$ cat src/rtl/libstf.sv
// libstf: shared stream types, request descriptor and splitter defaults
package libstf;
  typedef logic [47:0] vaddress_t;
  typedef logic [31:0] alloc_size_t;
  localparam int DEFAULT_MAX_TRANSFER = 2048;
  localparam int DEFAULT_PAGE_SIZE = 4096;
  typedef struct packed {
    vaddress_t vaddr;
    logic [$clog2(DEFAULT_MAX_TRANSFER):0] len;
    logic last;
  } mem_req_t;
endpackage

$ cat src/rtl/mem_chunk_calc.sv
// mem_chunk_calc: length of the next request bounded by remaining bytes, max transfer and page end
module mem_chunk_calc import libstf::*; #(
  parameter int MAX_TRANSFER = DEFAULT_MAX_TRANSFER,
  parameter int PAGE_SIZE = DEFAULT_PAGE_SIZE
) (
  input  logic [$clog2(PAGE_SIZE)-1:0]  i_off,
  input  alloc_size_t                   i_rem,
  output logic [$clog2(MAX_TRANSFER):0] o_len,
  output logic                          o_last
);
  localparam int PW = $clog2(PAGE_SIZE);
  localparam int LW = $clog2(MAX_TRANSFER) + 1;
  typedef logic [PW:0] page_t;
  typedef logic [LW-1:0] len_t;
  page_t w_page;
  len_t  w_lim;
  assign w_page = page_t'(PAGE_SIZE) - {1'b0, i_off};
  assign w_lim  = (w_page < page_t'(MAX_TRANSFER)) ? w_page[LW-1:0] : len_t'(MAX_TRANSFER);
  assign o_last = i_rem <= alloc_size_t'(w_lim);
  assign o_len  = o_last ? i_rem[LW-1:0] : w_lim;
endmodule

$ cat src/rtl/mem_buffer_splitter.sv
// mem_buffer_splitter: splits buffer descriptors into bounded, page-safe memory requests; MEM_SPLIT_STATS_EN adds statistics counters
module mem_buffer_splitter import libstf::*; #(
  parameter int MAX_TRANSFER = DEFAULT_MAX_TRANSFER,
  parameter int PAGE_SIZE = DEFAULT_PAGE_SIZE
) (
  input  logic                          clk,
  input  logic                          rst,
  input  logic                          in_valid,
  output logic                          in_ready,
  input  vaddress_t                     in_vaddr,
  input  alloc_size_t                   in_size,
  output logic                          out_valid,
  input  logic                          out_ready,
  output vaddress_t                     out_vaddr,
  output logic [$clog2(MAX_TRANSFER):0] out_len,
  output logic                          out_last
`ifdef MEM_SPLIT_STATS_EN
  ,
  output logic [31:0]                   stat_buffers,
  output logic [31:0]                   stat_requests,
  output logic [31:0]                   stat_zero
`endif
);
  localparam int PW = $clog2(PAGE_SIZE);
  localparam int LW = $clog2(MAX_TRANSFER) + 1;
  localparam logic [0:0] IDLE = 1'b0;
  localparam logic [0:0] ISSUE = 1'b1;
  logic [0:0]  r_state;
  vaddress_t   r_addr, r_vaddr, w_next_addr;
  alloc_size_t r_rem, w_next_rem;
  logic [LW-1:0] r_len, w_len;
  logic r_last, w_last, w_idle, w_accept, w_start, w_adv;
  assign w_idle      = r_state == IDLE;
  assign w_accept    = w_idle && in_valid;
  assign w_start     = w_accept && in_size != '0;
  assign w_adv       = !w_idle && out_ready;
  assign w_next_addr = r_addr + vaddress_t'(r_len);
  assign w_next_rem  = r_rem - alloc_size_t'(r_len);
  assign in_ready    = w_idle;
  assign out_valid   = !w_idle;
  assign out_vaddr   = r_vaddr;
  assign out_len     = r_len;
  assign out_last    = r_last;
  mem_chunk_calc #(.MAX_TRANSFER(MAX_TRANSFER), .PAGE_SIZE(PAGE_SIZE)) u_calc (
    .i_off (w_idle ? in_vaddr[PW-1:0] : w_next_addr[PW-1:0]),
    .i_rem (w_idle ? in_size : w_next_rem),
    .o_len (w_len),
    .o_last(w_last)
  );
  // walk the buffer: latch on accept, advance on each handshake, preload the next chunk
  always_ff @(posedge clk) begin
    if (rst) begin
      r_state <= IDLE;
      r_addr  <= '0;
      r_rem   <= '0;
      r_vaddr <= '0;
      r_len   <= '0;
      r_last  <= 1'b0;
    end else begin
      if (w_start) begin
        r_state <= ISSUE;
        r_addr  <= in_vaddr;
        r_rem   <= in_size;
      end
      if (w_adv) begin
        r_addr  <= w_next_addr;
        r_rem   <= w_next_rem;
        r_state <= r_last ? IDLE : ISSUE;
      end
      if (w_start || (w_adv && !r_last)) begin
        r_vaddr <= w_idle ? in_vaddr : w_next_addr;
        r_len   <= w_len;
        r_last  <= w_last;
      end
    end
  end
`ifdef MEM_SPLIT_STATS_EN
  // count accepted descriptors, output handshakes and dropped zero-size descriptors
  always_ff @(posedge clk) begin
    if (rst) begin
      stat_buffers  <= '0;
      stat_requests <= '0;
      stat_zero     <= '0;
    end else begin
      stat_buffers  <= stat_buffers + 32'(w_accept);
      stat_requests <= stat_requests + 32'(w_adv);
      stat_zero     <= stat_zero + 32'(w_accept && in_size == '0);
    end
  end
`endif
endmodule

$ cat config.mk
export PLATFORM = sky130hd
export DESIGN_NAME = mem_buffer_splitter
export DESIGN_NICKNAME = d
export VERILOG_FILES = /design/src/rtl/libstf.sv /design/src/rtl/mem_chunk_calc.sv /design/src/rtl/mem_buffer_splitter.sv
export SDC_FILE = /design/constraint.sdc
export NUM_CORES = 1
export LEC_CHECK = 0
export BUFFER_PORTS_ARGS = -buffer_cell sky130_fd_sc_hd__buf_4
export CAP_MARGIN = 20
export CORE_MARGIN = 8
export CORE_UTILIZATION = 56
export CTS_BUF_LIST = sky130_fd_sc_hd__clkbuf_4 sky130_fd_sc_hd__clkbuf_8 sky130_fd_sc_hd__clkbuf_16
export CTS_CLUSTER_DIAMETER = 150
export DETAILED_ROUTE_END_ITERATION = 6
export GPL_ROUTABILITY_DRIVEN = 0
export GPL_TIMING_DRIVEN = 0
export MAX_ROUTING_LAYER = met4
export PLACE_DENSITY = 0.79
export SYNTH_ARGS = -nofsm -noshare
export SYNTH_HDL_FRONTEND = slang
export SYNTH_SLANG_ARGS = --single-unit
export TNS_END_PERCENT = 20
$ cat constraint.sdc
create_clock -name clk -period 6.8 [get_ports clk]
set_input_delay 0.34 -clock clk [delete_from_list [all_inputs] [get_ports clk]]
set_output_delay 0.34 -clock clk [all_outputs]
set_load 0.01 [all_outputs]
==> reports/qor.yml, run 1 <==
crit_fanout: 10
numCtsBuffers: 17
clock_skew_ns: 0.00687
r2r_setup_slack_ns: 0.51
htreeDepth: 4
finalPower_w: 0.00302
ys_warn_count: 0
grt_pass1_vias: 10400
drt_iter0_markers: 1560
clk_latency_ns: 0.44
synth_area_um2: 9460
critPathCaptureType: "flip-flop"
io_pins: 147
grt_max_degree: 17
fp.dieH_um: 146
fin_crit_sh_pct: 92.5
p_leak_nw: 4.60
max_cap_violations: 0
holdPathEnd: "r_rem[27]"
critPathBufInv: 3
cp.arrival_ns: 6.64
critPathLaunchType: "flip-flop"
routed-via-count: 11000
drive_above_1_share_pct: 14.3
hold_start: "in_size[27]"
crit_type: "reg -> reg"
cts_tree: "built"
avgSynthCellArea_um2: 7.55
slowest_stage: "a311oi_1"
synth-edff-count: 0
wire_per_inst_um: 22.3
worstMarginPinSlew_ns: 1.17
synth_cell_types: 70
route.detailed.drc: 0
gr-usage-all-layers_pct: 34.0
worstReg2RegEnd: "out_len[10]"
cts_buffer_depth: 2
final.setup.tns_ns: 0
required_ns: 7.15
finalCriticalPeriod_ns: 6.29
hold_depth: 3
worstRegToRegCells: 25
post-route-util_pct: 69.4
synthesis.instances: 1253
rows: 47
cp_common_cell: "o21a_1"
coreArea_um2: 16500
start_util_pct: 57.2
maxSlewViolCount: 0
cpLargestDelayFamily: "compound AO/OA/AOI/OAI gates"
post-cts-setup-buffers: 0
synth.ff_latch_count: 142
layout.nets: 1541
die_x_um: 146
async_flop_share_pct: 0
cts_sinks: 142
max_freq_ghz: 0.159
finalHoldViolCount: 0
worst_path_largest_cell_delay_ns: 0.60
syn_to_final_growth_pct: 21.3
power.density_nw_per_um2: 263
vdd_drop_max_v: 0.000208
reg2reg_from: "out_len[0]"
max-slew-margin-rel_pct: 21.0
antenna_found_initial: 1
portBuffers: 146
hold_path_class: "in -> reg"
rsz0062_at_grt: "false"
clock-root-buffer: "clkbuf_16"
holdWs_ns: 0.156
via_per_inst: 6.64
first_pass_iters: 6
die_area_um2: 21300
overflow: 0
antenna_left: 0
syn_nets: 1376
synth_ff_type: "dfxtp_1"
routed_wl_mm: 36.8
yosysSeqAreaShare_pct: 30.1
clk_pin_slew_ns: 0.07
setup_viol: 0
dp_hpwl_mm: 27.3
status: "finished, final reports clean"
grt_pass1_wl_mm: 56.0
-- timing repair --
item,4_1_cts,5_1_grt
endpoints found under the setup margin,0,13
endpoints found under the hold margin,0,0
hold buffers,0,0
gates resized for setup,0,2
-- cell families (layout without fill, tap and decap cells) --
logic type	Yosys count	count (layout)	synth area share [%]
flops	142	142	30.1
buf+inv	112	290	4.48
mux	20	20	2.28
compound gates	387	387	27.7
xor+xnor	73	73	6.76
fa+ha+maj	39	39	5.32
other cells	0	1	0
simple gates	480	480	23.4
-- per-layer routing --
layer	track usage (%)	wire length, µm	up-vias
li1	-	-	4949
met1	40.7	14200	5045
met2	50.4	15700	793
met3	7.77	4460	181
met4	22.4	2450	0
met5	-	0	-
-- cells in the mapped netlist, types with 9 or more instances --
cell type	instances	share of area [%]
xor2_1	34	3.1
o21a_1	10	0.79
a21o_1	18	1.4
a22oi_1	31	2.5
nand4_1	10	0.66
nand3_1	34	1.8
a211oi_1	36	2.9
inv_1	29	1.2
clkbuf_1	76	3.0
o21ai_0	58	3.1
or3_1	12	0.79
nand2_1	150	6.0
o21ai_1	9	0.48
a222oi_1	21	2.2
and3_1	15	0.99
a21oi_1	101	5.3
nor2_1	166	6.6
dfxtp_1	142	30
xnor2_1	39	3.6
ha_1	37	4.9
o211ai_1	12	0.95
and2_1	10	0.66
a221oi_1	17	1.6
mux2_2	12	1.4
nor4_1	16	1.1
nor3_1	24	1.3
a31oi_1	24	1.6
-- per-stage QoR --
| stage | setup slack [ns] | std cells | area, µm² |
|---|---|---|---|
| 2_1_floorplan | 1.35 | 1253 | 9460 |
| 3_3_place_gp | 0.627 | 1619 | 10800 |
| 3_5_place_dp | 0.481 | 1619 | 10800 |
| 4_1_cts | 0.441 | 1651 | 11500 |
| 5_1_grt | 0.0370 | 1652 | 11500 |
| 6_report | 0.510 | 1652 | 11500 |
-- report_power, final --
part / switching [W] / internal, W
clock: 0.000401 / 0.000624
sequential: 0.0000742 / 0.000904
combinational: 0.000621 / 0.000397
-- cells in the final DEF (no fill, tap or decap), drive strengths merged, types with 36 or more instances in the layout --
cell,n
nand2,150
clkbuf,95
xnor2,39
o21ai,67
buf,152
a211oi,36
ha,37
dfxtp,142
nor2,166
a21oi,101
-- worst max path at each step --
stage	to	start	slack (ns)	cells past startpoint
2_1_floorplan	out_len[5]	out_len[0]	1.35	24
3_3_place_gp	out_len[5]	out_len[0]	0.63	24
3_5_place_dp	out_len[10]	out_valid	0.48	21
4_1_cts	out_len[5]	out_valid	0.44	20
5_1_grt	out_len[10]	out_valid	0.04	21
6_report	out_len[10]	out_len[0]	0.51	25
-- area by class of cell --
type                    instances  area [µm²]
multi-input cells             999        6200
fillers                      1439        5050
flip-flops and latches        142        2840
repair buffers                146        1100
clock buffers                  19         440
plain buffers                  82         312
well taps                     220         275
clock inverters                13         190
inverters                      30         113
diodes                          1        2.50
-- sequential cells by signal (all words and copies together), names as in the netlist --
name and flops:
out_last 1, r_rem 32, r_addr 48, out_len 12, out_vaddr 48, out_valid 1
-- tightest hold or removal path, stage by stage --
cell and delay [ns]:
buf_4 0.08, a221oi_1 0.07, nor2_1 0.07
(Power assumes the default switching activity.)
==> run 2: changes to the inputs <==
--- a/config.mk
+++ b/config.mk
@@ -15,8 +15,9 @@
 export GPL_ROUTABILITY_DRIVEN = 0
 export GPL_TIMING_DRIVEN = 0
 export MAX_ROUTING_LAYER = met4
-export PLACE_DENSITY = 0.79
+export PLACE_DENSITY = 0.78
 export SYNTH_ARGS = -nofsm -noshare
 export SYNTH_HDL_FRONTEND = slang
+export SYNTH_HIERARCHICAL = 1
 export SYNTH_SLANG_ARGS = --single-unit
 export TNS_END_PERCENT = 20
==> run 2 against run 1 <==
  * The flow now finishes with violations (DRC)
  * Routed wire length grew 16%
  * Synthesized area grew 8.6%
  * Critical path depth shrank 1
  * Via count grew 8.4%
  * Final cell count grew 6.3%
  * Combinational power shrank 4%
  * Synthesized cell count grew 7.7%
  * Count of clock-buffer cells in the layout grew 1
  * Fmax grew 13%
  * Clock skew grew 0.0016 ns
  * Sequential cell count is the same
==> reports/qor.yml, run 2 <==
max-slew-margin-rel_pct: 30.3
r2r_setup_slack_ns: 1.25
start_util_pct: 57.2
drt_iter0_markers: 1793
synth_largest_area_cell: "dfxtp_1"
synth_ff_type: "dfxtp_1"
finalHoldViolCount: 0
rows: 49
maxSlewViolCount: 0
critPathCaptureType: "flip-flop"
drive_above_1_share_pct: 16.7
crit_chain: "ha_1 > a211oi_1 > o21ai_0 > o21ai_1 > nand2b_1 > a21oi_1 > xor2_1 > o21bai_1 > nor4_2 > nand2_1 > mux2i_2 > buf_6 > nand2_1 > ha_1 > nand4_1 > nor3_1 > a21oi_1 > o22ai_1 > and2b_1 > buf_6 > buf_12 > mux2i_1 > nand2_1 > a21oi_1"
grt_pass1_wl_mm: 63.3
post-cts-setup-buffers: 0
pwr-share-seq_pct: 32.6
swShare_pct: 36.1
coreArea_um2: 18000
routed_wl_mm: 42.6
p_comb_share_pct: 32.5
first_pass_iters: 7
syn_nets: 1473
die_area_um2: 22900
antennaDiodeCount: 0
slowest_stage: "dfxtp_1"
hold_start: "in_vaddr[20]"
final_common_cell: "nand2_1"
wire_per_inst_um: 24.3
ys_warn_count: 6
cts_tree: "built"
crit_type: "reg -> reg"
synth_area_um2: 10300
cts_sinks: 142
dp_hpwl_mm: 30.7
p_leak_nw: 4.81
max_cap_violations: 0
dp.cells: 1724
rsz0062_at_grt: "false"
max_freq_ghz: 0.180
crit_fanout: 10
cts_resized: 0
yosysSeqAreaShare_pct: 27.7
cts_buffer_depth: 2
layout.nets: 1637
final_cells: 1756
io_pins: 147
hold_path_class: "in -> reg"
reg2reg_from: "out_len[1]"
vdd_drop_max_v: 0.000198
finalPower_w: 0.00300
fin_crit_sh_pct: 81.7
yosys-top-cells-area: "dfxtp_1 28%, nand2_1 5.8%, a21oi_1 5.5%"
required_ns: 7.16
htreeDepth: 4
via_per_inst: 6.77
numCtsBuffers: 17
antenna_found_initial: 0
status: "finished, violations left"
clock-root-buffer: "clkbuf_16"
synth.ff_latch_count: 142
yosysMostFrequentCell: "nand2_1"
holdPathEnd: "out_vaddr[20]"
p_switching_w: 0.00108
avgSynthCellArea_um2: 7.61
async_flop_share_pct: 0
synth-edff-count: 0
grt_max_degree: 17
synthesis.instances: 1350
route.detailed.drc: 12
syn_to_final_growth_pct: 19.6
setup_viol: 0
clock_skew_ns: 0.00850
worstRegToRegCells: 24
cts_hold_buf: 0
antenna_left: 0
overflow: 0
worst_path_largest_cell_delay_ns: 0.55
worstMarginPinSlew_ns: 1.04
final.setup.tns_ns: 0
fp.dieH_um: 151
synth_top_area_share_pct: 27.7
p_int_w: 0.00192
portBuffers: 145
power.density_nw_per_um2: 244
violations: "DRC"
clk_pin_slew_ns: 0.06
finalCriticalPeriod_ns: 5.55
die_x_um: 151
final_cell_mix: "159 x nand2_1, 145 x buf_4, 142 x dfxtp_1, 139 x nor2_1, 113 x a21oi_1"
holdWs_ns: 0.175
grt_pass1_vias: 11100
critPathLaunchType: "flip-flop"
gr-usage-all-layers_pct: 37.5
synth.top_cells.by_count: "159 x nand2_1, 142 x dfxtp_1, 139 x nor2_1, 113 x a21oi_1"
hold_depth: 3
routed-via-count: 11900
synth_cell_types: 81
cp.arrival_ns: 5.92
clk_latency_ns: 0.44
power.share.clock_pct: 34.9
worstReg2RegEnd: "out_len[10]"
==> run 2: changes by cell type in the layout (fill, tap and decap cells not counted), moves of 10 or more <==
cell	previous run	this run
mux2_2	12	28
a22oi_1	31	17
mux2i_1	8	19
inv_1	29	45
nor2_1	166	139
a311oi_1	5	15
a222oi_1	21	1
a31oi_1	24	38
a21oi_1	101	113
a21o_1	18	8
nand4_1	10	22
o21ai_0	58	71
==> run 2: per-stage QoR <==
step                setup WS, ns  cell area, µm²  utilization [%]
floorplan                   2.32           10300                -
global placement            1.52           11700             64.9
detailed placement          1.52           11700             64.9
CTS                         1.41           12300             68.4
global route               0.808           12300             68.4
finish                      1.25           12300             68.4
==> run 2: how the worst max path moves through the flow <==
stage / from / end / slack (ns) / cells past startpoint
6_report: out_len[1] / out_len[10] / 1.25 / 24
5_1_grt: out_len[1] / out_len[10] / 0.81 / 24
4_1_cts: out_len[1] / out_len[10] / 1.41 / 24
3_5_place_dp: out_len[1] / out_len[5] / 1.52 / 24
3_3_place_gp: out_len[1] / out_len[5] / 1.52 / 24
2_1_floorplan: out_len[1] / out_len[0] / 2.32 / 23
==> run 2: critical path, delay by kind of cell, from the launching register on <==
family,cells,cell delay [ns]
AO/OA/AOI/OAI,8,1.83
AND/OR/NAND/NOR,8,1.28
adder cells (fa/ha/maj),2,0.61
flip-flops,1,0.55
multiplexers,2,0.49
buffers and inverters,3,0.47
XOR/XNOR,1,0.21
==> run 2: routing by layer <==
metal	part of all wire (%)	GRT usage (%)	vias to the layer above
met2	41	53.4	955
met3	15	12.3	234
met1	37	45.4	5429
met4	6.7	22.4	0
li1	-	-	5273
met5	0	-	-
==> run 2: power groups by stage <==
stage	registers, W	clock network, W	logic [W]
global route	0.000981	0.00107	0.00105
finish	0.000975	0.00105	0.000975
floorplan	0.000983	0	0.000619
detailed placement	0.000988	0	0.000930
global placement	0.000986	0	0.000913
CTS	0.000971	0.00104	0.000940
==> run 2: final cells by class <==
class                           instances  area, µm²
Buffer                                 92        412
Clock buffer                           20        460
Clock inverter                         12        183
Fill cell                            1551       5670
Inverter                               45        169
Multi-Input combinational cell       1071       6850
Sequential cell                       142       2840
Tap cell                              229        287
Timing Repair Buffer                  145       1090
==> run 2: logic make-up after synthesis <==
family / after synthesis / synth area share [%]
compound gates: 398 / 25.5
xor+xnor: 86 / 7.33
fa+ha+maj: 39 / 4.89
buf+inv: 137 / 5.65
flops: 142 / 27.7
mux: 48 / 5.05
simple gates: 500 / 23.9
==> run 3: changes to the inputs <==
--- a/config.mk
+++ b/config.mk
@@ -8,7 +8,7 @@
 export BUFFER_PORTS_ARGS = -buffer_cell sky130_fd_sc_hd__buf_4
 export CAP_MARGIN = 20
 export CORE_MARGIN = 8
-export CORE_UTILIZATION = 56
+export CORE_UTILIZATION = 53
 export CTS_BUF_LIST = sky130_fd_sc_hd__clkbuf_4 sky130_fd_sc_hd__clkbuf_8 sky130_fd_sc_hd__clkbuf_16
 export CTS_CLUSTER_DIAMETER = 150
 export DETAILED_ROUTE_END_ITERATION = 6
==> constraint.sdc (replaced) <==
create_clock -name clk -period 4.8 [get_ports clk]
set_input_delay 0.24 -clock clk [delete_from_list [all_inputs] [get_ports clk]]
set_output_delay 0.24 -clock clk [all_outputs]
set_load 0.01 [all_outputs]
==> run 3 against run 2 <==
  * The flow finishes with violations (DRC, setup timing)
  * Total power increased by 42%
  * Global-route usage decreased by 2.1 points
  * Clock power increased by 31%
  * Cell area increased by 3.6%
  * Clock skew increased by 0.00076 ns
  * Routed wire length increased by 3.8%
  * Worst hold slack got worse by 0.12 ns
  * First-iteration DRC count increased by 28%
  * Setup slack got worse by 1.3 ns
  * Fmax increased by 15%
  * Die area increased by 5.1%
  * Via count increased by 3.5%
==> reports/qor.yml, run 3 (synthesis results as in run 2) <==
crit_path_start: "out_len[4]"
post-route-util_pct: 66.1
clk_latency_ns: 0.45
fin_crit_sh_pct: 101
slowest_stage: "or3_4"
grt_max_degree: 17
seq_area_um2: 2850
crit_chain: "ha_4 > a211oi_4 > o21ai_2 > a211o_1 > nand3_1 > o21ai_2 > or3_4 > nor4_4 > nand2_2 > mux2i_4 > buf_4 > buf_4 > ha_4 > nand4_1 > nor3_2 > a21oi_2 > o22ai_1 > and2b_1 > buf_6 > buf_12 > mux2i_1 > nand2_1 > a21oi_1"
max-slew-margin-rel_pct: 28.2
reg2reg_from: "out_len[4]"
rsz0062_at_grt: "true"
max_freq_ghz: 0.206
dp_hpwl_mm: 30.9
clock-root-buffer: "clkbuf_16"
status: "finished, violations left"
hold_start: "in_vaddr[20]"
grt_pass1_vias: 11400
fillers: 1648
first_pass_iters: 7
dp.cells: 1760
drive_above_1_share_pct: 20.4
multi_input_area_um2: 7160
rows: 51
layout.nets: 1652
crit_type: "reg -> reg"
die_area_um2: 24100
p_int_w: 0.00265
gr-usage-all-layers_pct: 35.4
finalPower_w: 0.00425
cts_buffer_depth: 2
p_comb_share_pct: 34.9
max_cap_violations: 0
portBuffers: 145
coreArea_um2: 19300
fp.dieH_um: 155
worst_path_largest_cell_delay_ns: 0.44
power.density_nw_per_um2: 334
wire_per_inst_um: 24.5
swShare_pct: 37.7
clk_pin_slew_ns: 0.07
final_cell_mix: "159 x buf_4, 153 x nand2_1, 139 x nor2_1, 137 x dfxtp_1, 107 x a21oi_1"
p_switching_w: 0.00160
pwr-share-seq_pct: 32.6
cts_hold_buf: 0
finalHoldViolCount: 0
routed_wl_mm: 44.2
setup_viol: 4
routed-via-count: 12300
via_per_inst: 6.80
cts_sinks: 142
start_util_pct: 53.3
route.detailed.drc: 7
worstMarginPinSlew_ns: 1.07
hold_path_class: "in -> reg"
antenna_found_initial: 1
numCtsBuffers: 17
critPathCaptureType: "flip-flop"
final_common_cell: "buf_4"
syn_to_final_growth_pct: 24.0
cp.arrival_ns: 5.20
p_leak_nw: 4.94
final_cells: 1808
finalCriticalPeriod_ns: 4.85
cts_tree: "built"
htreeDepth: 4
required_ns: 5.16
overflow: 0
holdWs_ns: 0.0571
crit_fanout: 5
antenna_left: 0
drt_iter0_markers: 2289
design_area_um2: 12700
critPathLaunchType: "flip-flop"
grt_pass1_wl_mm: 64.6
power.share.clock_pct: 32.5
io_pins: 147
clock_skew_ns: 0.00926
die_x_um: 155
setup_ws_ns: -0.0483
violations: "DRC, setup timing"
place_area_um2: 11700
vdd_drop_max_v: 0.000266
maxSlewViolCount: 0
[run 3: changes by cell type in the layout (fill, tap and decap cells not counted), moves of 5 or more]
cell	previous run	this run
buf_4	145	159
a21oi_1	113	107
ha_4	0	10
nand2_1	159	153
dfxtp_1	142	137
ha_1	37	27
[run 3: power groups by stage]
| stage | logic [W] | clock network [W] | registers (W) |
|---|---|---|---|
| 6_report | 0.00148 | 0.00138 | 0.00139 |
| 2_1_floorplan | 0.000877 | 0 | 0.00139 |
| 3_3_place_gp | 0.00129 | 0 | 0.00140 |
| 5_1_grt | 0.00158 | 0.00141 | 0.00139 |
| 3_5_place_dp | 0.00132 | 0 | 0.00140 |
| 4_1_cts | 0.00135 | 0.00136 | 0.00138 |
[run 3: path summary, 6_finish.rpt]
check	to	depth (start not counted)	slack [ns]
worst max register to register	out_len[6]	23	-0.05
worst min-delay path	out_vaddr[20]	3	0.06
worst max-delay path	out_len[6]	23	-0.05
worst min register to register	out_vaddr[32]	2	0.46
[run 3: what timing repair did]
item	4_1_cts	5_1_grt
buffers inserted	8	5
gates cloned	1	1
pin swaps	7	24
hold endpoints to repair	0	0
gates resized for setup	29	36
setup endpoints to repair	13	13
[run 3: critical path, delay by kind of cell (launching register included)]
kind            cells  cell delay (ns)
fa+ha+maj           2             0.53
simple gates        8             1.47
mux                 2             0.42
flops               1             0.42
buf+inv             4             0.58
compound gates      7             1.32
[run 3: layout make-up]
type                       instances  area share [%]
buffer                            92            3.27
clock buffer                      20            3.56
inverter                          45            1.33
antenna                            1          0.0196
tap                              265            2.60
multi-input combinational       1071            56.2
sequential                       142            22.4
timing repair buffer             160            9.56
clock inverter                    12            1.07
[run 3: per-stage QoR]
step / worst slack (ns) / TNS, ns
2_1_floorplan: 0.322 / 0
3_3_place_gp: -0.476 / -5.52
3_5_place_dp: -0.580 / -6.92
4_1_cts: 0.00747 / 0
5_1_grt: -0.321 / -2.59
6_report: -0.0483 / -0.128
[run 3: metal layers]
metal | routed length, µm | GRT usage (%) | part of all wire, % | vias to the layer above
met4 | 3000 | 20.1 | 6.8 | 0
met3 | 6910 | 10.5 | 16 | 285
li1 | - | - | - | 5309
met5 | 0 | - | 0 | -
met2 | 18500 | 52.2 | 42 | 1099
met1 | 15800 | 42.7 | 36 | 5610
